**src/rtl/uart_word_tx.sv**
```systemverilog
// 8N1 serial transmitter: sends one 32-bit word as BYTES bytes, least-significant
// byte first, with no gap between bytes, and pulses done after the last stop bit.
module uart_word_tx #(
  parameter int BAUD_DIV = 16,
  parameter int BYTES    = 4
) (
  input  logic        clock,
  input  logic        reset,
  input  logic        start,
  input  logic [31:0] word,
  output logic        tx,
  output logic        busy,
  output logic        done,
  output logic [1:0]  state_out,
  output logic [1:0]  byte_index
);

  localparam int CW = $clog2(BAUD_DIV);
  localparam logic [CW-1:0] BAUD_LAST = CW'(BAUD_DIV - 1);
  localparam logic [1:0]    LAST_IDX  = 2'(BYTES - 1);

  typedef enum logic [1:0] {
    S_IDLE  = 2'd0,
    S_START = 2'd1,
    S_DATA  = 2'd2,
    S_STOP  = 2'd3
  } state_t;

  state_t        r_state, w_state_nx;
  logic [CW-1:0] r_baud, w_baud_nx;
  logic [2:0]    r_bit, w_bit_nx;
  logic [31:0]   r_shift, w_shift_nx;
  logic [1:0]    r_idx, w_idx_nx;
  logic          r_tx, w_tx_nx;
  logic          r_busy, w_busy_nx;
  logic          r_done, w_done_nx;
  logic          w_bit_end;

  assign w_bit_end = (r_baud == BAUD_LAST);

  // Handshake: start is a request accepted only on an edge where the state is
  // IDLE; busy is the inverse "ready" and stays high until the final stop bit ends.
  always_comb begin
    w_state_nx = r_state;
    w_baud_nx  = r_baud + CW'(1);
    w_bit_nx   = r_bit;
    w_shift_nx = r_shift;
    w_idx_nx   = r_idx;
    w_busy_nx  = r_busy;
    w_done_nx  = 1'b0;
    w_tx_nx    = 1'b1;
    case (r_state)
      S_IDLE: begin
        w_baud_nx = '0;
        if (start) begin
          w_shift_nx = word;
          w_idx_nx   = 2'd0;
          w_busy_nx  = 1'b1;
          w_state_nx = S_START;
        end
      end
      S_START: begin
        if (w_bit_end) begin
          w_baud_nx  = '0;
          w_bit_nx   = 3'd0;
          w_state_nx = S_DATA;
        end
      end
      S_DATA: begin
        if (w_bit_end) begin
          w_baud_nx  = '0;
          w_shift_nx = {1'b0, r_shift[31:1]};
          w_bit_nx   = r_bit + 3'd1;
          if (r_bit == 3'd7) w_state_nx = S_STOP;
        end
      end
      default: begin
        if (w_bit_end) begin
          w_baud_nx = '0;
          if (r_idx == LAST_IDX) begin
            w_state_nx = S_IDLE;
            w_busy_nx  = 1'b0;
            w_done_nx  = 1'b1;
          end else begin
            w_idx_nx   = r_idx + 2'd1;
            w_state_nx = S_START;
          end
        end
      end
    endcase
    // tx is registered from the next state so the line changes on the same edge as the state.
    case (w_state_nx)
      S_START: w_tx_nx = 1'b0;
      S_DATA:  w_tx_nx = w_shift_nx[0];
      default: w_tx_nx = 1'b1;
    endcase
  end

  always_ff @(posedge clock or negedge reset) begin
    if (!reset) begin
      r_state <= S_IDLE;
      r_baud  <= '0;
      r_bit   <= 3'd0;
      r_shift <= 32'd0;
      r_idx   <= 2'd0;
      r_tx    <= 1'b1;
      r_busy  <= 1'b0;
      r_done  <= 1'b0;
    end else begin
      r_state <= w_state_nx;
      r_baud  <= w_baud_nx;
      r_bit   <= w_bit_nx;
      r_shift <= w_shift_nx;
      r_idx   <= w_idx_nx;
      r_tx    <= w_tx_nx;
      r_busy  <= w_busy_nx;
      r_done  <= w_done_nx;
    end
  end

  assign tx         = r_tx;
  assign busy       = r_busy;
  assign done       = r_done;
  assign state_out  = r_state;
  assign byte_index = r_idx;

endmodule
```
**config.mk**
```make
export PLATFORM = sky130hd
export DESIGN_NAME = uart_word_tx
export DESIGN_NICKNAME = d
export VERILOG_FILES = /design/src/rtl/uart_word_tx.sv
export SDC_FILE = /design/constraint.sdc
export NUM_CORES = 1
export LEC_CHECK = 0
export ABC_AREA = 1
export BUFFER_PORTS_ARGS = -buffer_cell sky130_fd_sc_hd__buf_4
export CAP_MARGIN = 20
export CORE_UTILIZATION = 45
export DETAILED_ROUTE_END_ITERATION = 10
export HOLD_SLACK_MARGIN = 0.08
export MAX_ROUTING_LAYER = met4
export PLACE_DENSITY = 0.67
export REMOVE_ABC_BUFFERS = 1
export SYNTH_ARGS = -nofsm -noshare
export SYNTH_HDL_FRONTEND = slang
export SYNTH_SLANG_ARGS = --single-unit
```
**constraint.sdc**
```tcl
create_clock -name clock -period 2.1 [get_ports clock]
set_input_delay 0.315 -clock clock [delete_from_list [all_inputs] [get_ports clock]]
set_output_delay 0.315 -clock clock [all_outputs]
set_load 0.03 [all_outputs]
```
Word-level counts from Yosys, hierarchy flattened
Cells that the tools add are included.
{"block": "op_classes", "n_reduce_logical": 11, "add_sub_neg": 3, "eq_ne": 11, "mux": 27, "bitwise_logic": 1}
{"cell": "2-to-1 mux 32 bit", "count": 2}
{"cell": "one-hot mux 32 bit (2 select lines)", "count": 1}
{"cell": "2-to-1 mux 2 bit", "count": 8}
{"cell": "2-to-1 mux 4 bit", "count": 2}
{"cell": "AND reduction 4 bit", "count": 2}
{"cell": "nonzero test 2 bit", "count": 4}
{"cell": "2-to-1 mux 1 bit", "count": 7}
{"cell": "== test 2 bit, second input constant", "count": 3}
{"cell": "2-to-1 mux 3 bit", "count": 2}
{"cell": "inequality test 2 bit, second input constant", "count": 3}
{"cell": "one-hot mux 2 bit (3 select lines)", "count": 1}
{"cell": "one-hot mux 3 bit (2 select lines)", "count": 1}
{"cell": "AND reduction 3 bit", "count": 2}
{"cell": "adder 4 x 1 -> 4 bit, second input constant", "count": 1}
{"cell": "== test 2 x 1 -> 1 bit, second input constant", "count": 2}
{"cell": "== test 4 bit, second input constant", "count": 1}
{"cell": "one-hot mux 1 bit (2 select lines)", "count": 2}
{"cell": "one-hot mux 2 bit (2 select lines)", "count": 1}
{"cell": "adder 3 x 1 -> 3 bit, second input constant", "count": 1}
{"cell": "== test 3 bit, second input constant", "count": 1}
{"cell": "OR reduction 3 bit", "count": 1}
{"cell": "adder 2 x 1 -> 2 bit, second input constant", "count": 1}
{"cell": "zero test 2 bit", "count": 1}
{"cell": "inequality test 2 x 1 -> 1 bit, second input constant", "count": 1}
{"cell": "2 further kinds", "count": 2}
{"block": "totals", "register_bits": 46}

Logic depth before layout (Yosys ltp)
{"block": "depth", "depth_word": 6, "depth_mapped": 10}

Worst setup path before layout
No wires, ideal clock.
{"block": "synth_timing", "path_kind": "register to register", "startpoint": "register r_state[0] (netlist: state_out[0])", "endpoint": "register r_idx[0] (netlist: byte_index[0])", "setup_time_ps": 83, "synth_period_minus_slack_ps": 1788, "setup_slack_ps": 312, "stages_incl_launch_ff": 9, "path_buffers": 0, "arrival_ps": 1705, "cell_sequence": "dfrtp_1 > inv_1 > ha_1 > inv_2 > nor2_1 > or2_2 > nor2_2 > nand3_1 > o21ai_0"}
{"block": "synth_between", "elab_chain_cells": 4}
{"item": "start: declaration", "line": "29", "rtl": "state_t r_state, w_state_nx;"}
{"item": "start signal: assignment", "line": "110", "rtl": "r_state <= w_state_nx;"}
{"item": "== test 2 bit / == test 2 x 1 -> 1 bit (equally long branches)", "line": "52", "rtl": "case (r_state)"}
{"item": "OR reduction 2 bit (no source line)"}
{"item": "NOT 1 bit (no source line)"}
{"item": "AND reduction 4 bit (no source line)"}
{"item": "end signal: assignment", "line": "114", "rtl": "r_idx <= w_idx_nx;"}
{"item": "end: declaration", "line": "33", "rtl": "logic [1:0] r_idx, w_idx_nx;"}
Several ways; a longest one is shown, not always the timed one.
A chain may end at the register's enable or synchronous reset.

Worst setup path after layout
{"block": "layout_timing", "startpoint": "register r_state[0] (netlist: state_out[0])", "endpoint": "register r_shift[3]"}
{"block": "layout_between", "elab_chain_cells": 3}
{"item": "== test 2 bit / zero test 2 bit (equally long branches)", "line": "52"}
{"item": "inequality test 2 bit (no source line) / nonzero test 2 bit (equally long branches)"}
{"item": "AND reduction 3 bit (no source line)"}
{"item": "end signal: assignment", "line": "113", "rtl": "r_shift <= w_shift_nx;"}
{"item": "end: declaration", "line": "32", "rtl": "logic [31:0] r_shift, w_shift_nx;"}
Several ways; a longest one is shown, not always the timed one.

==> flow_metrics.py <==
metrics = {
    "routing": {
        "via_count": 1765,
        "dr.pass1.iters": 5,
        "wl_per_cell_microns": 12.5,
        "viasPerCell": 5.09,
        "route.antenna.remaining_nets": 0,
        "drc": 0,
        "drt_iter0_drc": 53,
        "wl_microns": 4340,
    },
    "critical_path": {
        "worstPathRequired_ns": 2.32,
        "r2r-start": "state_out[0]",
        "crit_buf_inv": 3,
        "critical_path_depth": 9,
        "max_stage_delay_ns": 0.46,
        "critPathCapture": "r_shift[3]",
        "cp_data_arrival_time_ns": 2.07,
        "critPathKind": "reg -> reg",
        "r2r_setup_slack_ns": 0.25,
        "path_cells": "inv_1 > ha_1 > inv_2 > nor2_1 > nor2_2 > nand2_4 > buf_12 > nand2_1 > o21ai_1",
        "critPathTopFamily": "simple AND/OR/NAND/NOR gates",
        "cp_max_fo": 24,
        "reg2regPathDepth": 9,
        "cpMaxStageDelayCell": "dfrtp_1",
        "end_kind": "register",
        "r2r_end": "r_shift[3]",
        "crit_start": "state_out[0]",
        "start_kind": "register",
    },
    "die": {
        "design.die.area_sq_um": 5190,
        "die_h_microns": 72.0,
        "rows": 25,
        "die_w_microns": 72.0,
        "core-area_sq_um": 4720,
        "initial_utilization_pct": 46.7,
        "io_pins": 42,
    },
    "yosys": {
        "syn-cell-area_sq_um": 2210,
        "syn-instance-count": 237,
        "syn_avg_cell_area_sq_um": 9.31,
        "yosysWarnings": 0,
        "synth_cell_type_count": 22,
        "ys_ff_latch": 46,
        "ys_seq_area_share_pct": 52.2,
    },
    "clock_network": {
        "insertion_delay_ns": 0.30,
        "cts-root-buf": "clkbuf_8",
        "clk_pin_slew_worst_paths_ns": 0.09,
        "cts_buffers": 5,
        "cts_tree": "done",
        "cts_max_path_buffers": 2,
        "cts_htree_levels": 2,
        "cts.sinks": 46,
        "cts_resized": 0,
    },
    "grt": {
        "grt_max_degree": 47,
        "grt_pass1_vias": 1703,
        "antenna_found_initial": 0,
        "grt_usage_pct": 19.4,
        "overflow": 0,
        "grt_pass1_wl_microns": 7560,
    },
    "power_and_ir_drop": {
        "cellInternalPower_mw": 1.28,
        "ir_drop_v": 0.000454,
        "p_leak_nw": 1.25,
        "clkPwrFrac_pct": 40.2,
        "swShare_pct": 20.3,
        "p_comb_share_pct": 4.6,
        "power_frac_seq_pct": 55.2,
        "switchingPower_mw": 0.326,
        "cellPowerDensity_nw_per_um2": 590,
    },
    "hold_path": {
        "hold_path.class": "in -> reg",
        "whs_path_depth": 3,
    },
    "finish": {
        "layout_common_cells": "54 x nand2_1, 45 x dfrtp_1, 44 x buf_4",
        "n_fill_cell": 445,
        "antenna_cells": 0,
        "drive_above_1_share_pct": 23.2,
        "final_nets": 324,
        "syn_to_final_growth_pct": 23.3,
        "layout_commonest_cell": "nand2_1",
    },
    "flow_run": {
        "maxCapViolations": 0,
    },
    "timing": {
        "setup_slack_ns": 0.247,
        "holdWs_ns": 0.273,
        "finClkSkew_ns": 0.0117,
        "fmax_mhz": 540,
        "worst_pin_slew_ns": 0.575,
        "setup_viol": 0,
        "tns_ns": 0,
        "slew_headroom_pct": 61.6,
        "rsz0062_at_grt": "no",
        "min_period_ns": 1.85,
        "slew_viol_final": 0,
        "hold_viol": 0,
        "period_share_pct": 88.2,
    },
    "placed_design": {
        "portBuffers": 41,
        "place_ws_ns": 0.269,
        "gp_congestion": 0.811,
        "dp_hpwl_microns": 2990,
    },
    "run_status": {
        "status": "completed",
    },
}
==> final cells by class <==
class	instances	area, sq um	share of cell area [%]
flip-flops and latches	46	1150	42.4
multi-input cells	165	925	34.0
repair buffers	48	400	14.7
well taps	67	83.8	3.08
clock buffers	5	68.8	2.53
inverters	13	48.8	1.79
clock inverters	3	40.0	1.47
==> cell families after synthesis <==
| group | count (synthesis) | synth area share (%) |
|---|---|---|
| xor+xnor | 1 | 0.397 |
| compound gates | 77 | 21.2 |
| simple gates | 77 | 14.6 |
| flops | 46 | 52.2 |
| fa+ha+maj | 10 | 5.67 |
| buf+inv | 26 | 5.84 |
==> cells in the mapped netlist <==
cell	count	area share (%)
dfrtp_1	45	51
a22oi_1	30	10
a21oi_1	3	0.68
dfstp_2	1	1.2
nor2_1	10	1.7
a211oi_1	1	0.34
nand2_4	1	0.51
o21ai_0	9	2.0
inv_1	11	1.9
buf_2	7	1.6
ha_1	10	5.7
xor2_1	1	0.40
nor2_2	4	1.1
nand3_2	1	0.45
inv_2	2	0.34
buf_4	6	2.0
o21ai_1	32	7.3
nand3_1	6	1.4
a21boi_0	1	0.34
or2_2	1	0.28
nand2_1	54	9.2
o31ai_1	1	0.34
==> worst min-delay path, cell delays in order <==
cell and delay, ns:
buf_4 0.11, nand2_1 0.05, o21ai_1 0.06
==> how the worst min path moves through the flow <==
stage / from / endpoint / slack (ns)
2_1_floorplan: reset / busy / 0.02
3_3_place_gp: reset / r_baud[2] / 0.36
3_5_place_dp: reset / r_baud[2] / 0.36
4_1_cts: word[31] / r_shift[31] / 0.26
5_1_grt: word[31] / r_shift[31] / 0.28
6_report: word[31] / r_shift[31] / 0.27
==> metal layers <==
layer	vias to the layer above	GRT usage [%]	share of wire, %
li1	893	-	-
met1	828	25.1	48
met2	36	30.4	48
met3	8	4.44	3.5
met4	0	6.54	1.1
met5	-	-	0
==> power by group through the flow <==
| stage | sequential [mW] | clock (mW) | combinational, mW |
|---|---|---|---|
| global route | 0.887 | 0.690 | 0.0812 |
| finish | 0.887 | 0.645 | 0.0733 |
| detailed placement | 0.904 | 0 | 0.0740 |
| floorplan | 0.907 | 0 | 0.00221 |
| global placement | 0.904 | 0 | 0.0746 |
| CTS | 0.887 | 0.667 | 0.0755 |
==> sequential cells by signal (all words and copies together), names as in the netlist <==
signal      cells
busy            1
r_bit           3
tx              1
r_baud          4
r_shift        32
done            1
byte_index      2
state_out       2
==> stage by stage <==
stage               cell area (sq um)  util, %  instances  total power [mW]
detailed placement               2600     55.0        338             0.978
CTS                              2720     57.6        347              1.63
global route                     2720     57.6        347              1.66
finish                           2720     57.6        347              1.60
floorplan                        2130        -        224             0.909
global placement                 2600     55.0        338             0.979
==> what timing repair did <==
action	4_1_cts	5_1_grt
hold buffers	1	0
setup buffers	0	0
hold endpoints to repair	45	0
setup endpoints to repair	0	0
(Power assumes the default switching activity.)
